--- src/rtl/multi_stepper_ctrl_pkg.sv ---
// Shared types and default sizing for the multi-channel stepper controller.
package multi_stepper_ctrl_pkg;
  localparam int DEF_NUM_CH  = 2;
  localparam int DEF_COUNT_W = 16;
  localparam int DEF_WIDTH_W = 16;

  typedef enum logic [1:0] {ST_IDLE, ST_HIGH, ST_LOW} ch_state_e;
endpackage

--- src/rtl/multi_stepper_ctrl_if.sv ---
// Command/status bundle between a motion sequencer (master) and the stepper controller (slave).
interface multi_stepper_ctrl_if
  import multi_stepper_ctrl_pkg::*;
#(
  parameter int NUM_CH  = DEF_NUM_CH,
  parameter int COUNT_W = DEF_COUNT_W,
  parameter int WIDTH_W = DEF_WIDTH_W
);
  logic [NUM_CH-1:0]              trigger;
  logic [NUM_CH-1:0]              abort;
  logic [NUM_CH-1:0][COUNT_W-1:0] pulse_num;
  logic [NUM_CH-1:0][WIDTH_W-1:0] pulse_width;
  logic [NUM_CH-1:0]              dir_in;
  logic [NUM_CH-1:0]              step;
  logic [NUM_CH-1:0]              dir;
  logic [NUM_CH-1:0]              busy;
  logic [NUM_CH-1:0]              done;

  modport master (output trigger, abort, pulse_num, pulse_width, dir_in,
                  input  step, dir, busy, done);
  modport slave  (input  trigger, abort, pulse_num, pulse_width, dir_in,
                  output step, dir, busy, done);
endinterface

--- src/rtl/multi_stepper_ctrl_stepper_channel.sv ---
// One stepper channel: latches a move on trigger, then emits pulse_num square pulses
// of pulse_width ticks high and low each; abort ends the move early.
module stepper_channel
  import multi_stepper_ctrl_pkg::*;
#(
  parameter int COUNT_W = DEF_COUNT_W,
  parameter int WIDTH_W = DEF_WIDTH_W
) (
  input  logic               clk,
  input  logic               reset,
  input  logic               clk_en,
  input  logic               trigger,
  input  logic               abort,
  input  logic [COUNT_W-1:0] pulse_num,
  input  logic [WIDTH_W-1:0] pulse_width,
  input  logic               dir_in,
  output logic               step,
  output logic               dir,
  output logic               busy,
  output logic               done
);
  ch_state_e          state;
  logic               start_pend;
  logic [COUNT_W-1:0] num_q, pcnt, pc_nxt;
  logic [WIDTH_W-1:0] wid_q, phcnt, ph_nxt;
  logic               ph_end;

  // Counters stop at target-1 before the compare, so the increment never wraps.
  assign ph_nxt = phcnt + WIDTH_W'(1);
  assign pc_nxt = pcnt + COUNT_W'(1);
  assign ph_end = (ph_nxt == wid_q);

  always_ff @(posedge clk or posedge reset) begin
    if (reset) begin
      state      <= ST_IDLE;
      start_pend <= 1'b0;
      num_q      <= '0;
      wid_q      <= '0;
      pcnt       <= '0;
      phcnt      <= '0;
      step       <= 1'b0;
      dir        <= 1'b0;
      busy       <= 1'b0;
      done       <= 1'b0;
    end else begin
      done <= 1'b0;
      if (clk_en) begin
        case (state)
          ST_IDLE: begin
            // One tick of IDLE after acceptance gives dir a full cycle of setup before step.
            if (start_pend) begin
              start_pend <= 1'b0;
              state      <= ST_HIGH;
              step       <= 1'b1;
              busy       <= 1'b1;
              phcnt      <= '0;
              pcnt       <= '0;
            end else if (trigger && !abort) begin
              num_q <= pulse_num;
              wid_q <= pulse_width;
              dir   <= dir_in;
              if (pulse_num == '0 || pulse_width == '0) done <= 1'b1;
              else                                      start_pend <= 1'b1;
            end
          end
          ST_HIGH: begin
            if (abort) begin
              state <= ST_IDLE;
              step  <= 1'b0;
              busy  <= 1'b0;
              done  <= 1'b1;
            end else if (ph_end) begin
              state <= ST_LOW;
              step  <= 1'b0;
              phcnt <= '0;
            end else begin
              phcnt <= ph_nxt;
            end
          end
          ST_LOW: begin
            if (abort) begin
              state <= ST_IDLE;
              busy  <= 1'b0;
              done  <= 1'b1;
            end else if (ph_end) begin
              phcnt <= '0;
              pcnt  <= pc_nxt;
              if (pc_nxt == num_q) begin
                state <= ST_IDLE;
                busy  <= 1'b0;
                done  <= 1'b1;
              end else begin
                state <= ST_HIGH;
                step  <= 1'b1;
              end
            end else begin
              phcnt <= ph_nxt;
            end
          end
          default: state <= ST_IDLE;
        endcase
      end
    end
  end
endmodule

--- src/rtl/multi_stepper_ctrl.sv ---
// Array of independent stepper channels; only slices the bus per channel.
module multi_stepper_ctrl
  import multi_stepper_ctrl_pkg::*;
#(
  parameter int NUM_CH  = DEF_NUM_CH,
  parameter int COUNT_W = DEF_COUNT_W,
  parameter int WIDTH_W = DEF_WIDTH_W
) (
  input logic                  clk,
  input logic                  reset,
  input logic                  clk_en,
  multi_stepper_ctrl_if.slave  bus
);
  for (genvar c = 0; c < NUM_CH; c++) begin : g_ch
    stepper_channel #(.COUNT_W(COUNT_W), .WIDTH_W(WIDTH_W)) u_ch (
      .clk        (clk),
      .reset      (reset),
      .clk_en     (clk_en),
      .trigger    (bus.trigger[c]),
      .abort      (bus.abort[c]),
      .pulse_num  (bus.pulse_num[c]),
      .pulse_width(bus.pulse_width[c]),
      .dir_in     (bus.dir_in[c]),
      .step       (bus.step[c]),
      .dir        (bus.dir[c]),
      .busy       (bus.busy[c]),
      .done       (bus.done[c])
    );
  end
endmodule

--- src/flat_wrapper.sv ---
// flat-port wrapper written by rule: the top's interface ports become plain ports
module multi_stepper_ctrl_flat import multi_stepper_ctrl_pkg::*;
#(
  parameter int NUM_CH  = DEF_NUM_CH,
  parameter int COUNT_W = DEF_COUNT_W,
  parameter int WIDTH_W = DEF_WIDTH_W
)
  (clk, reset, clk_en, bus_trigger, bus_abort, bus_pulse_num, bus_pulse_width, bus_dir_in, bus_step, bus_dir, bus_busy, bus_done);
  multi_stepper_ctrl_if #(.NUM_CH(NUM_CH), .COUNT_W(COUNT_W), .WIDTH_W(WIDTH_W)) bus_i ();
  input logic clk;
  input logic reset;
  input logic clk_en;
  input wire logic [$bits(bus_i.trigger)-1:0] bus_trigger;
  input wire logic [$bits(bus_i.abort)-1:0] bus_abort;
  input wire logic [$bits(bus_i.pulse_num)-1:0] bus_pulse_num;
  input wire logic [$bits(bus_i.pulse_width)-1:0] bus_pulse_width;
  input wire logic [$bits(bus_i.dir_in)-1:0] bus_dir_in;
  output wire logic [$bits(bus_i.step)-1:0] bus_step;
  output wire logic [$bits(bus_i.dir)-1:0] bus_dir;
  output wire logic [$bits(bus_i.busy)-1:0] bus_busy;
  output wire logic [$bits(bus_i.done)-1:0] bus_done;
  assign bus_i.trigger = bus_trigger;
  assign bus_i.abort = bus_abort;
  assign bus_i.pulse_num = bus_pulse_num;
  assign bus_i.pulse_width = bus_pulse_width;
  assign bus_i.dir_in = bus_dir_in;
  assign bus_step = bus_i.step;
  assign bus_dir = bus_i.dir;
  assign bus_busy = bus_i.busy;
  assign bus_done = bus_i.done;
  multi_stepper_ctrl #(.NUM_CH(NUM_CH), .COUNT_W(COUNT_W), .WIDTH_W(WIDTH_W)) u_core (.clk(clk), .reset(reset), .clk_en(clk_en), .bus(bus_i));
endmodule
--- config.mk ---
export PLATFORM = sky130hd
export DESIGN_NAME = multi_stepper_ctrl_flat
export DESIGN_NICKNAME = d
export VERILOG_FILES = /design/src/rtl/multi_stepper_ctrl_pkg.sv /design/src/rtl/multi_stepper_ctrl_if.sv /design/src/rtl/multi_stepper_ctrl_stepper_channel.sv /design/src/rtl/multi_stepper_ctrl.sv /design/src/flat_wrapper.sv
export SDC_FILE = /design/constraint.sdc
export NUM_CORES = 1
export LEC_CHECK = 0
export BUFFER_PORTS_ARGS = -buffer_cell sky130_fd_sc_hd__buf_2
export CORE_ASPECT_RATIO = 1.4
export CORE_MARGIN = 4
export CORE_UTILIZATION = 62
export CTS_CLUSTER_SIZE = 16
export DETAILED_ROUTE_END_ITERATION = 12
export PLACE_DENSITY = 0.83
export SLEW_MARGIN = 10
export SYNTH_ARGS = -nofsm -noshare
export SYNTH_HDL_FRONTEND = slang
export SYNTH_HIERARCHICAL = 1
export SYNTH_SLANG_ARGS = --single-unit
--- constraint.sdc ---
create_clock -name clk -period 8.3 [get_ports clk]
set_input_delay 1.245 -clock clk [delete_from_list [all_inputs] [get_ports clk]]
set_output_delay 1.245 -clock clk [all_outputs]
set_load 0.01 [all_outputs]
==> results of run 1 <==
[layout make-up]
cell class | count | area [um2] | share of cell area
timing repair buffer | 88 | 460.4 | 0.04612
inverter | 43 | 161.4 | 0.01617
clock inverter | 13 | 161.4 | 0.01617
multi-input combinational | 693 | 4962 | 0.4971
clock buffer | 19 | 452.9 | 0.04537
sequential | 142 | 3553 | 0.3559
tap | 185 | 231.5 | 0.02319
[layer usage]
metal	routed length, um	global-route usage	share of wire
met1	8521	0.3274	0.41
met2	10460	0.4413	0.50
met4	745	0.1104	0.036
met5	0	0	0
met3	1160	0.04976	0.056
[path summary, 6_finish.rpt]
path | depth (start not counted) | from | slack (ns) | to
setup / recovery | 9 | u_core/g_ch[0].u_ch/phcnt[0] | 4.76 | u_core/g_ch[0].u_ch/pcnt[8]
hold / removal | 1 | u_core/g_ch[0].u_ch/dir | 0.50 | u_core/g_ch[0].u_ch/dir
setup reg to reg | 9 | u_core/g_ch[0].u_ch/phcnt[0] | 4.76 | u_core/g_ch[0].u_ch/pcnt[8]
hold reg to reg | 1 | u_core/g_ch[0].u_ch/dir | 0.50 | u_core/g_ch[0].u_ch/dir
max in group asynchronous | 3 | reset | 6.62 | u_core/g_ch[0].u_ch/num_q[6]
min in group asynchronous | 3 | reset | 1.08 | u_core/g_ch[1].u_ch/pcnt[10]
[power by group]
part	total, mW	switching, mW	internal (mW)
sequential	1.17	0.250	0.921
clock	0.793	0.304	0.489
combinational	1.14	0.605	0.533
[logic make-up after synthesis]
logic type	share of synthesized area
AND/OR/NAND/NOR	0.1967
AO/OA/AOI/OAI	0.1615
flip-flops	0.3970
buffers and inverters	0.04921
XOR/XNOR	0.08206
multiplexers	0.09674
adder cells (fa/ha/maj)	0.01678
[sequential cells by signal (all words and copies together) (netlist names)]
register,flops
u_core/g_ch.u_ch/wid_q,32
u_core/g_ch.u_ch/phcnt,32
u_core/g_ch.u_ch/step,2
u_core/g_ch.u_ch/pcnt,32
u_core/g_ch.u_ch/state,4
u_core/g_ch.u_ch/busy,2
u_core/g_ch.u_ch/dir,2
u_core/g_ch.u_ch/done,2
u_core/g_ch.u_ch/start_pend,2
u_core/g_ch.u_ch/num_q,32
[per-stage QoR]
stage / hold slack, ns / utilization / worst slack (ns)
floorplan: 0.4606 / - / 5.191
global placement: 0.4806 / 0.6674 / 5.015
detailed placement: 0.4852 / 0.6674 / 4.939
CTS: 0.5049 / 0.7111 / 4.761
global route: 0.5307 / 0.7111 / 4.442
finish: 0.5043 / 0.7111 / 4.763
[cell usage in the layout, fill, tap and decap left out, drive strengths merged, types with 12 or more instances in the layout]
master,instances
a21oi,49
nand3,54
o22ai,14
or3,16
ha,12
xor2,25
nand2,68
inv,45
o21ai,40
nor3,15
buf,88
xnor2,58
nand4,27
nor2,26
nand2b,14
clkbuf,19
dfrtp,142
nor4,35
mux2,68
a21o,13
o31ai,14
[synthesized netlist by cell type (all sizes together), types with 4 or more instances]
cell	count	share of area
buf	26	0.017
a211oi	9	0.0075
o31ai	14	0.012
nor2b	5	0.0035
nand2	68	0.029
clkbuf	33	0.014
nor3b	9	0.0075
nand3	54	0.031
a21oi	49	0.027
nand2b	14	0.010
o211ai	10	0.0084
nor3	15	0.0096
or3	16	0.011
or2	4	0.0028
and2	5	0.0035
and4	8	0.0081
a21o	13	0.011
inv	43	0.018
a31oi	8	0.0080
mux2	68	0.086
dfrtp	142	0.40
ha	12	0.017
and3	9	0.0064
nor4	35	0.029
o41ai	5	0.0049
xor2	25	0.024
a2111oi	4	0.0067
mux2i	10	0.011
nand4b	6	0.0059
nor2	26	0.011
xnor2	58	0.058
nand4	27	0.020
o311ai	7	0.0069
o22ai	14	0.0098
o21ai	40	0.022
==> metrics.md, run 1 <==
| Metric | Value |
|---|---|
| Run status | complete, no violations |
| 1st-iter DRT viols | 440 |
| Max_cap viols | 0 |
| Design Power | slightly above 3 mW |
| Slew HR | 0.2972 |
| Final setup viols | 0 |
| Setup Crit Path Kind | reg -> reg |
| Num rows | 51 |
| Sequential share of the synthesized area | 0.3970 |
| Design area | 0.009983 mm2 |
| Total track usage | 0.2620 |
| Synth cell types | 80 |
| Worst-path clk slew | ~0.060 ns |
| Initial antenna violation count | 0 |
| Critical Path RT | 8.58 ns |
| Yosys warning count | 6 |
| CTS Hold Buffers Added | 0 |
| Die width | 109.5 um |
| Maximum clock insertion buffer count | 2 |
| Clock skew | between 0.01 and 0.015 ns |
| Leakage power | between 4 and 5 nW |
| Via count | 7,496 |
| Synthesized instance count | 937 |
| Min-delay worst type | reg -> reg |
| Post-route minimum period | 3.537 ns |
| Initial core utilization | 0.6375 |
| Cell area after synthesis | between 0.008 and 0.009 mm2 |
| Total die area | 0.01645 mm2 |
| Die Ht | 150.2 um |
| Area Growth Syn to Fin | 11.55% |
| Finished Layout Cells | 1,183 |
| Final TNS setup | 0 ns |
| Yosys reg bits | ~140 |
| Post CTS Setup Buffer Count | 0 |
| Final Hold Fails | 0 |
| First-pass GRT wire length | between 30,000 and 40,000 um |
| H-tree levels | 4 |
| Setup crit end kind | flop |
| Num CTS Buffers | 17 |
| Routed WL | 20,880 um |
| Routed Antenna Nets | 0 |
| GPL Wtd Cong | 0.9000 |
| Pin count of the biggest net entering global routing | 72 |
| Max Slew Vio Count | 0 |
| Global route total overflow | 0 |
| CP cell instances | ha_1, and3_1, and4_1, xnor2_1, a211oi_1, o22a_1, nand3_2, o311ai_0, o41ai_1 |
| Number of synthesized flops with an enable pin | 0 |
| Syn_area_per_cell | around 9.6 um2 |
| Share of layout cells above drive strength 1 | 0.2144 |
| Peak fanout along the critical path | 24 |
| Power density cells | between 300 and 400 mW/mm2 |
| Number of I/O pins | 81 |
| CP Data Arrival Time | 3.82 ns |
| Residual DRC | 0 |
| CTS root buffer | clkbuf_16 |
| TritonCTS Sinks | between 100 and 150 |
| Part of the cycle the worst path needs | 0.4261 |
| Nets | 1,070 |
| Critical Path Max Stage Delay | 0.50 ns |
| CTS resizes | 0 |
| Fmax | 282.7 MHz |
| Skew-Pair Late Insertion Delay | between 0.4 and 0.5 ns |
| PortBufs | 80 |
| CP Launch Type | flop |
| Final HPWL DP | 14,560 um |
| Critical path's slowest cell | o311ai_0 |
| Area of the core | 0.01404 mm2 |
| Area after DPL | ~0.0094 mm2 |
| Via density | 6.336 |
| Number of global-route vias before repair | 7,131 |
| WL/cell | 17.65 um |
| Post-synth top flop | dfrtp_1 |
| Fill count | just over 1,000 |
| Worst-margin pin slew | 1.054 ns |
| Inserted Diodes | 0 |
| Unrepaired setup endpoints after global routing | no |
| Kind of cell adding the most delay to the critical path | compound AO/OA/AOI/OAI gates |
| Syn_nets | 1,022 |
| Cells after DPL | 1,151 |
| Maximum vdd drop | 0.2095 mV |
| TritonCTS clock tree | yes |
| Detailed Routing Iterations Pass 1 | 5 |
| Buf/Inv on CP | 0 |
| Ys async rst share | 1.000 |
(Power assumes the default switching activity.)
==> inputs of run 2 (changes only) <==
Settings changed: CORE_UTILIZATION 62 to 61, PLACE_DENSITY 0.83 to 0.81.
Clock period 8.3 ns to 3.55 ns, I/O delays scaled along.
==> run 2 against run 1 <==
Final area increased by 0.30%. Core utilization shrank 1.8 points. Sequential power increased by 130%. Via count shrank 1.3%. Clock power increased by 110%. Largest power group unchanged. Count of clock-buffer cells in the layout increased by 1.
==> metrics.md, run 2 (synthesis gave the netlist of run 1 again) <==
| Metric | Value |
|---|---|
| CP Data Arrival Time | 3.70 ns (was 3.82 ns) |
| H-tree levels | 4 (unchanged) |
| Skew-Pair Late Insertion Delay | 0.42 ns (was 0.43 ns) |
| Total track usage | 0.2605 (was 0.2620) |
| Initial core utilization | 0.6196 (was 0.6375) |
| Post-route minimum period | 3.409 ns (was 3.537 ns) |
| Residual DRC | 0 (unchanged) |
| CP Launch Type | flop (unchanged) |
| Number of global-route vias before repair | 7,240 (was 7,131) |
| Initial antenna violation count | 0 (unchanged) |
| Inserted Diodes | 0 (unchanged) |
| Share of layout cells above drive strength 1 | 0.2173 (was 0.2144) |
| Final Hold Fails | 0 (unchanged) |
| Final hold slack | 0.2037 ns (was 0.5043 ns) |
| CP startpoint | u_core/g_ch[0].u_ch/phcnt[0] (unchanged) |
| Register-to-Register Path Depth | 9 (unchanged) |
| Via count | 7,397 (was 7,496) |
| Worst slack, placed | 0.2143 ns (was 4.939 ns) |
| Maximum vdd drop | 0.4362 mV (was 0.2095 mV) |
| Detailed Routing Iterations Pass 1 | 5 (unchanged) |
| GRT busiest layer | met2 (unchanged) |
| Final setup viols | 0 (unchanged) |
| CP endpoint | u_core/g_ch[0].u_ch/busy (was u_core/g_ch[0].u_ch/pcnt[8]) |
| R2r endpoint | u_core/g_ch[0].u_ch/busy (was u_core/g_ch[0].u_ch/pcnt[8]) |
| Via density | 6.206 (was 6.336) |
| Nets | 1,075 (was 1,070) |
| Power density cells | 708.5 mW/mm2 (was 310.7 mW/mm2) |
| Sw Share | 0.3796 (was 0.3736) |
| GPL Wtd Cong | 0.9102 (was 0.9000) |
| Maximum clock insertion buffer count | 2 (unchanged) |
| Final TNS setup | 0 ns (unchanged) |
| Part of the cycle the worst path needs | 0.9604 (was 0.4261) |
| Leading cell type in the layout, fill and taps excluded | dfrtp_1 (unchanged) |
| Combinational power share | 0.378 (was 0.367) |
| Critical Path RT | 3.84 ns (was 8.58 ns) |
| Number of I/O pins | 81 (unchanged) |
| Setup crit end kind | flop (unchanged) |
| Max Slew Vio Count | 0 (unchanged) |
| Routed Antenna Nets | 0 (unchanged) |
| Num rows | 52 (was 51) |
| Routed WL | 20,610 um (was 20,880 um) |
| Final Worst Setup Slack | 0.1406 ns (was 4.763 ns) |
| TritonCTS clock tree | yes (unchanged) |
| Pin count of the biggest net entering global routing | 72 (unchanged) |
| Setup Crit Path Kind | reg -> reg (unchanged) |
| Area Growth Syn to Fin | 11.88% (was 11.55%) |
| CTS root buffer | clkbuf_16 (unchanged) |
| Met2 global-route usage | 0.4392 (was 0.4413) |
| Cells after DPL | 1,160 (was 1,151) |
| Worst-path clk slew | 0.06 ns (about the same) |
| Clock group share of total power | 0.237 (was 0.256) |
| Peak fanout along the critical path | 12 (was 24) |
| Leakage power | 4.034 nW (was 4.038 nW) |
| Fmax | 293.3 MHz (was 282.7 MHz) |
| Min-delay worst type | in -> async (was reg -> reg) |
| Design area | 0.01001 mm2 (was 0.009983 mm2) |
| Psw | 2.693 mW (was 1.159 mW) |
| Met3 usage | 0.05117 (was 0.04976) |
| CP cell instances | ha_1, and3_1, and4_1, xnor2_1, a211oi_1, o22a_1, nand4_1, a2111oi_2, mux2_1 (was ha_1, and3_1, and4_1, xnor2_1, a211oi_1, o22a_1, nand3_2, o311ai_0, o41ai_1) |
| Most frequent cells in the layout | dfrtp_1 (142), buf_2 (80), nand2_1 (67) (unchanged) |
| Total die area | 0.01670 mm2 (was 0.01645 mm2) |
| Area of the core | 0.01444 mm2 (was 0.01404 mm2) |
| 1st-iter DRT viols | 412 (was 440) |
| Critical path's slowest cell | o22a_1 (was o311ai_0) |
| Int Pwr | 4.402 mW (was 1.943 mW) |
| Run status | complete, no violations (unchanged) |
| Area after DPL | 0.009437 mm2 (was 0.009369 mm2) |
| Global route total overflow | 0 (unchanged) |
| Num CTS Buffers | 17 (unchanged) |
| WL/cell | 17.29 um (was 17.65 um) |
| Max_cap viols | 0 (unchanged) |
| Finished Layout Cells | 1,192 (was 1,183) |
| First-pass GRT wire length | 34,540 um (was 34,420 um) |
| PortBufs | 80 (unchanged) |
| Design Power | 7.094 mW (was 3.102 mW) |
| Slew HR | 0.2543 (was 0.2972) |
| Post CTS Setup Buffer Count | 0 (unchanged) |
| Grt met1 use | 0.3261 (was 0.3274) |
| Die Ht | 151.3 um (was 150.2 um) |
| Clock skew | 0.01116 ns (was 0.01017 ns) |
| Worst-margin pin slew | 1.119 ns (was 1.054 ns) |
| Reg power frac | 0.385 (was 0.377) |
| Unrepaired setup endpoints after global routing | yes (was no) |
| Critical Path Max Stage Delay | 0.50 ns (about the same) |
| Reg2reg setup slack | 0.14 ns (was 4.76 ns) |
| Die width | 110.4 um (was 109.5 um) |
| R2r startpoint | u_core/g_ch[0].u_ch/phcnt[0] (unchanged) |
| TritonCTS Sinks | 142 (unchanged) |
| Final HPWL DP | 14,770 um (was 14,560 um) |
| Post-layout util | 0.6933 (was 0.7111) |
==> run 2: changes by cell type in the layout (fill, tap and decap cells not counted), sizes merged <==
cell | previous run | this run
buf | 88 | 93
clkinvlp | 4 | 6
clkinv | 4 | 3
bufinv | 3 | 1
clkbuf | 19 | 20
==> run 2: metal layers <==
| metal | vias to the layer above | part of all wire |
|---|---|---|
| li1 | 3585 | - |
| met1 | 3558 | 0.42 |
| met2 | 216 | 0.51 |
| met3 | 38 | 0.044 |
| met4 | 0 | 0.029 |
| met5 | - | 0 |
==> run 2: worst min-delay path by stage <==
stage / start / end / slack [ns] / cells past startpoint
2_1_floorplan: u_core/g_ch[0].u_ch/start_pend / u_core/g_ch[0].u_ch/start_pend / 0.46 / 2
3_3_place_gp: u_core/g_ch[0].u_ch/start_pend / u_core/g_ch[0].u_ch/start_pend / 0.48 / 2
3_5_place_dp: u_core/g_ch[1].u_ch/dir / u_core/g_ch[1].u_ch/dir / 0.49 / 1
4_1_cts: reset / u_core/g_ch[0].u_ch/wid_q[11] / 0.21 / 3
5_1_grt: reset / u_core/g_ch[0].u_ch/wid_q[9] / 0.22 / 3
6_report: reset / u_core/g_ch[0].u_ch/wid_q[11] / 0.20 / 3
==> run 2: repair_timing <==
item,CTS,global route
hold buffers,0,0
gates resized for setup,0,3
endpoints found under the setup margin,0,19
==> run 2: critical path, delay by kind of cell, from the launching register on <==
kind | cells | cell delay [ns]
AOI/OAI and AO/OA | 3 | 1.17
and+or+nand+nor | 3 | 0.90
DFF | 1 | 0.47
muxes | 1 | 0.36
adders and majority gates | 1 | 0.29
xor gates and xnor gates | 1 | 0.08
==> run 2: power by group through the flow <==
stage	logic [mW]	clock network (mW)	registers (mW)
final	2.68	1.68	2.73
after global routing	2.96	1.80	2.80
after CTS	2.67	1.72	2.72
after detailed placement	2.64	0	2.74
after global placement	2.58	0	2.72
after floorplan	2.21	0	2.53
==> run 2: cell type report <==
| type | count | area (um2) |
|---|---|---|
| Clock buffer | 20 | 446.7 |
| Multi-Input combinational cell | 693 | 4981 |
| Tap cell | 189 | 236.5 |
| Inverter | 43 | 161.4 |
| Timing Repair Buffer | 93 | 523.0 |
| Clock inverter | 12 | 111.4 |
| Fill cell | 1143 | 4431 |
| Sequential cell | 142 | 3553 |
==> inputs of run 3 (changes only) <==
Settings changed: BUFFER_PORTS_ARGS -buffer_cell sky130_fd_sc_hd__buf_2 to unset, CORE_UTILIZATION 61 to 29, DONT_BUFFER_PORTS set to 1, PLACE_DENSITY 0.81 to unset.
==> run 3 against run 2 <==
Via count fell by 4.7%. Setup slack gained 0.051 ns. Worst hold slack worse by 0.15 ns. Maximum frequency grew 1.5%. Sequential share of layout area rose by 0.49 points. Register-to-register slack improved by 0.05 ns. Non-clock buffer count is 76 lower. Sequential power is 1% higher. Cell count grew 9.9%.
==> metrics.md, run 3 (synthesis gave the netlist of run 1 again) <==
| Metric | Value |
|---|---|
| Design area | 0.009878 mm2 (was 0.01001 mm2) |
| Initial core utilization | 0.2962 (was 0.6196) |
| H-tree levels | 4 (unchanged) |
| Setup crit end kind | flop (unchanged) |
| Leading cell type in the layout, fill and taps excluded | dfrtp_1 (unchanged) |
| Finished Layout Cells | 1,310 (was 1,192) |
| CP cell instances | ha_1, inv_1, or3_1, xnor2_1, nand4b_1, nor4_2, nand4_1, a2111oi_2, mux2_1 (was ha_1, and3_1, and4_1, xnor2_1, a211oi_1, o22a_1, nand4_1, a2111oi_2, mux2_1) |
| Residual DRC | 0 (unchanged) |
| Routed Antenna Nets | 0 (unchanged) |
| Power density cells | 722.4 mW/mm2 (was 708.5 mW/mm2) |
| Sw Share | 0.3752 (was 0.3796) |
| Critical Path Max Stage Delay | 0.51 ns (was 0.50 ns) |
| Skew-Pair Late Insertion Delay | 0.44 ns (was 0.42 ns) |
| Final HPWL DP | 16,420 um (was 14,770 um) |
| Final hold slack | 0.05799 ns (was 0.2037 ns) |
| Combinational power share | 0.359 (was 0.378) |
| Final setup viols | 0 (unchanged) |
| CP Launch Type | flop (unchanged) |
| Cells after DPL | 1,280 (was 1,160) |
| Nets | 999 (was 1,075) |
| Peak fanout along the critical path | 7 (was 12) |
| Part of the cycle the worst path needs | 0.9460 (was 0.9604) |
| Unrepaired setup endpoints after global routing | no (was yes) |
| Via density | 5.381 (was 6.206) |
| CP Data Arrival Time | 3.68 ns (was 3.70 ns) |
| Area of the core | 0.03022 mm2 (was 0.01444 mm2) |
| Maximum clock insertion buffer count | 2 (unchanged) |
| First-pass GRT wire length | 36,600 um (was 34,540 um) |
| Maximum vdd drop | 0.3370 mV (was 0.4362 mV) |
| Die Ht | 215.9 um (was 151.3 um) |
| Final TNS setup | 0 ns (unchanged) |
| Post-route minimum period | 3.358 ns (was 3.409 ns) |
| Psw | 2.678 mW (was 2.693 mW) |
| TritonCTS clock tree | yes (unchanged) |
| Slew HR | 0.5203 (was 0.2543) |
| CTS root buffer | clkbuf_16 (unchanged) |
| Run status | complete, no violations (unchanged) |
| Clock skew | 0.009326 ns (was 0.01116 ns) |
| Number of I/O pins | 81 (unchanged) |
| Area after DPL | 0.009286 mm2 (was 0.009437 mm2) |
| Min-delay worst type | in -> async (unchanged) |
| 1st-iter DRT viols | 335 (was 412) |
| Routed WL | 22,500 um (was 20,610 um) |
| Critical path's slowest cell | or3_1 (was o22a_1) |
| Total track usage | 0.1346 (was 0.2605) |
| Critical Path RT | 3.87 ns (was 3.84 ns) |
| Post CTS Setup Buffer Count | 0 (unchanged) |
| Number of global-route vias before repair | 6,978 (was 7,240) |
| Worst-margin pin slew | 0.7129 ns (was 1.119 ns) |
| Worst-path clk slew | 0.06 ns (about the same) |
| Initial antenna violation count | 0 (unchanged) |
| WL/cell | 17.18 um (was 17.29 um) |
| Area Growth Syn to Fin | 10.37% (was 11.88%) |
| Fmax | 297.8 MHz (was 293.3 MHz) |
| TritonCTS Sinks | 142 (unchanged) |
| Max Slew Vio Count | 0 (unchanged) |
| Inserted Diodes | 0 (unchanged) |
| Reg power frac | 0.388 (was 0.385) |
| Leakage power | 3.753 nW (was 4.034 nW) |
| Global route total overflow | 0 (unchanged) |
| Die width | 156.5 um (was 110.4 um) |
| Max_cap viols | 0 (unchanged) |
| Total die area | 0.03378 mm2 (was 0.01670 mm2) |
| Detailed Routing Iterations Pass 1 | 5 (unchanged) |
| Pin count of the biggest net entering global routing | 34 (was 72) |
| Num CTS Buffers | 17 (unchanged) |
| Via count | 7,049 (was 7,397) |
| GPL Wtd Cong | 0.8386 (was 0.9102) |
| Clock group share of total power | 0.253 (was 0.237) |
| Final Hold Fails | 0 (unchanged) |
| Register-to-Register Path Depth | 9 (unchanged) |
| Num rows | 75 (was 52) |
| Int Pwr | 4.459 mW (was 4.402 mW) |
| Share of layout cells above drive strength 1 | 0.1524 (was 0.2173) |
| Most frequent cells in the layout | dfrtp_1 (142), nand2_1 (67), mux2_2 (66) (was dfrtp_1 (142), buf_2 (80), nand2_1 (67)) |
| PortBufs | 0 (was 80) |
| Setup Crit Path Kind | reg -> reg (unchanged) |
| CTS Hold Buffers Added | 0 (unchanged) |
run 3: final cells by class:
type                            count  area (um2)
Clock buffer                       21       470.5
Multi-Input combinational cell    693        4974
Tap cell                          385       481.7
Fill cell                        3114       20340
Inverter                           43       161.4
Sequential cell                   142        3553
Timing Repair Buffer               17       127.6
Clock inverter                      9       110.1
run 3: through the flow:
step | total power, mW | util | setup slack, ns
floorplan | 4.743 | - | 0.5780
global placement | 5.292 | 0.3073 | 0.2706
detailed placement | 5.340 | 0.3073 | 0.2036
CTS | 7.223 | 0.3265 | 0.1804
global route | 7.624 | 0.3269 | 0.03665
finish | 7.136 | 0.3269 | 0.1917
run 3: per-layer routing:
layer  GRT usage  vias to the layer above  share of wire
li1            -                     3415              -
met1      0.1569                     3444           0.41
met2      0.2332                      161           0.51
met3     0.03467                       29          0.051
met4     0.05470                        0          0.022
met5           0                        -              0
run 3: path summary, 6_finish.rpt:
path	to	slack [ns]	start
worst max register to register	u_core/g_ch[0].u_ch/busy	0.19	u_core/g_ch[0].u_ch/pcnt[0]
worst min register to register	u_core/g_ch[0].u_ch/start_pend	0.51	u_core/g_ch[0].u_ch/start_pend
min in group clk	u_core/g_ch[1].u_ch/num_q[8]	0.24	bus_pulse_num[24]
worst max-delay path	u_core/g_ch[0].u_ch/busy	0.19	u_core/g_ch[0].u_ch/pcnt[0]
max in group asynchronous	u_core/g_ch[0].u_ch/num_q[5]	2.66	reset
worst min-delay path	u_core/g_ch[1].u_ch/pcnt[4]	0.06	reset
run 3: power groups by stage:
stage	clock, mW	sequential [mW]	combinational (mW)
5_1_grt	1.93	2.85	2.84
2_1_floorplan	0	2.53	2.21
6_report	1.81	2.77	2.56
4_1_cts	1.89	2.77	2.56
3_3_place_gp	0	2.79	2.51
3_5_place_dp	0	2.80	2.54
run 3: critical path, delay by kind of cell (launching register included):
family | cells | cell delay, ns
buffers and inverters | 1 | 0.21
AO/OA/AOI/OAI | 1 | 0.40
multiplexers | 1 | 0.35
AND/OR/NAND/NOR | 4 | 1.39
XOR/XNOR | 1 | 0.20
flip-flops | 1 | 0.36
adder cells (fa/ha/maj) | 1 | 0.32
run 3: repair_timing:
item,CTS,global route
hold endpoints to repair,0,0
endpoints found under the setup margin,0,7
gates resized for setup,0,2
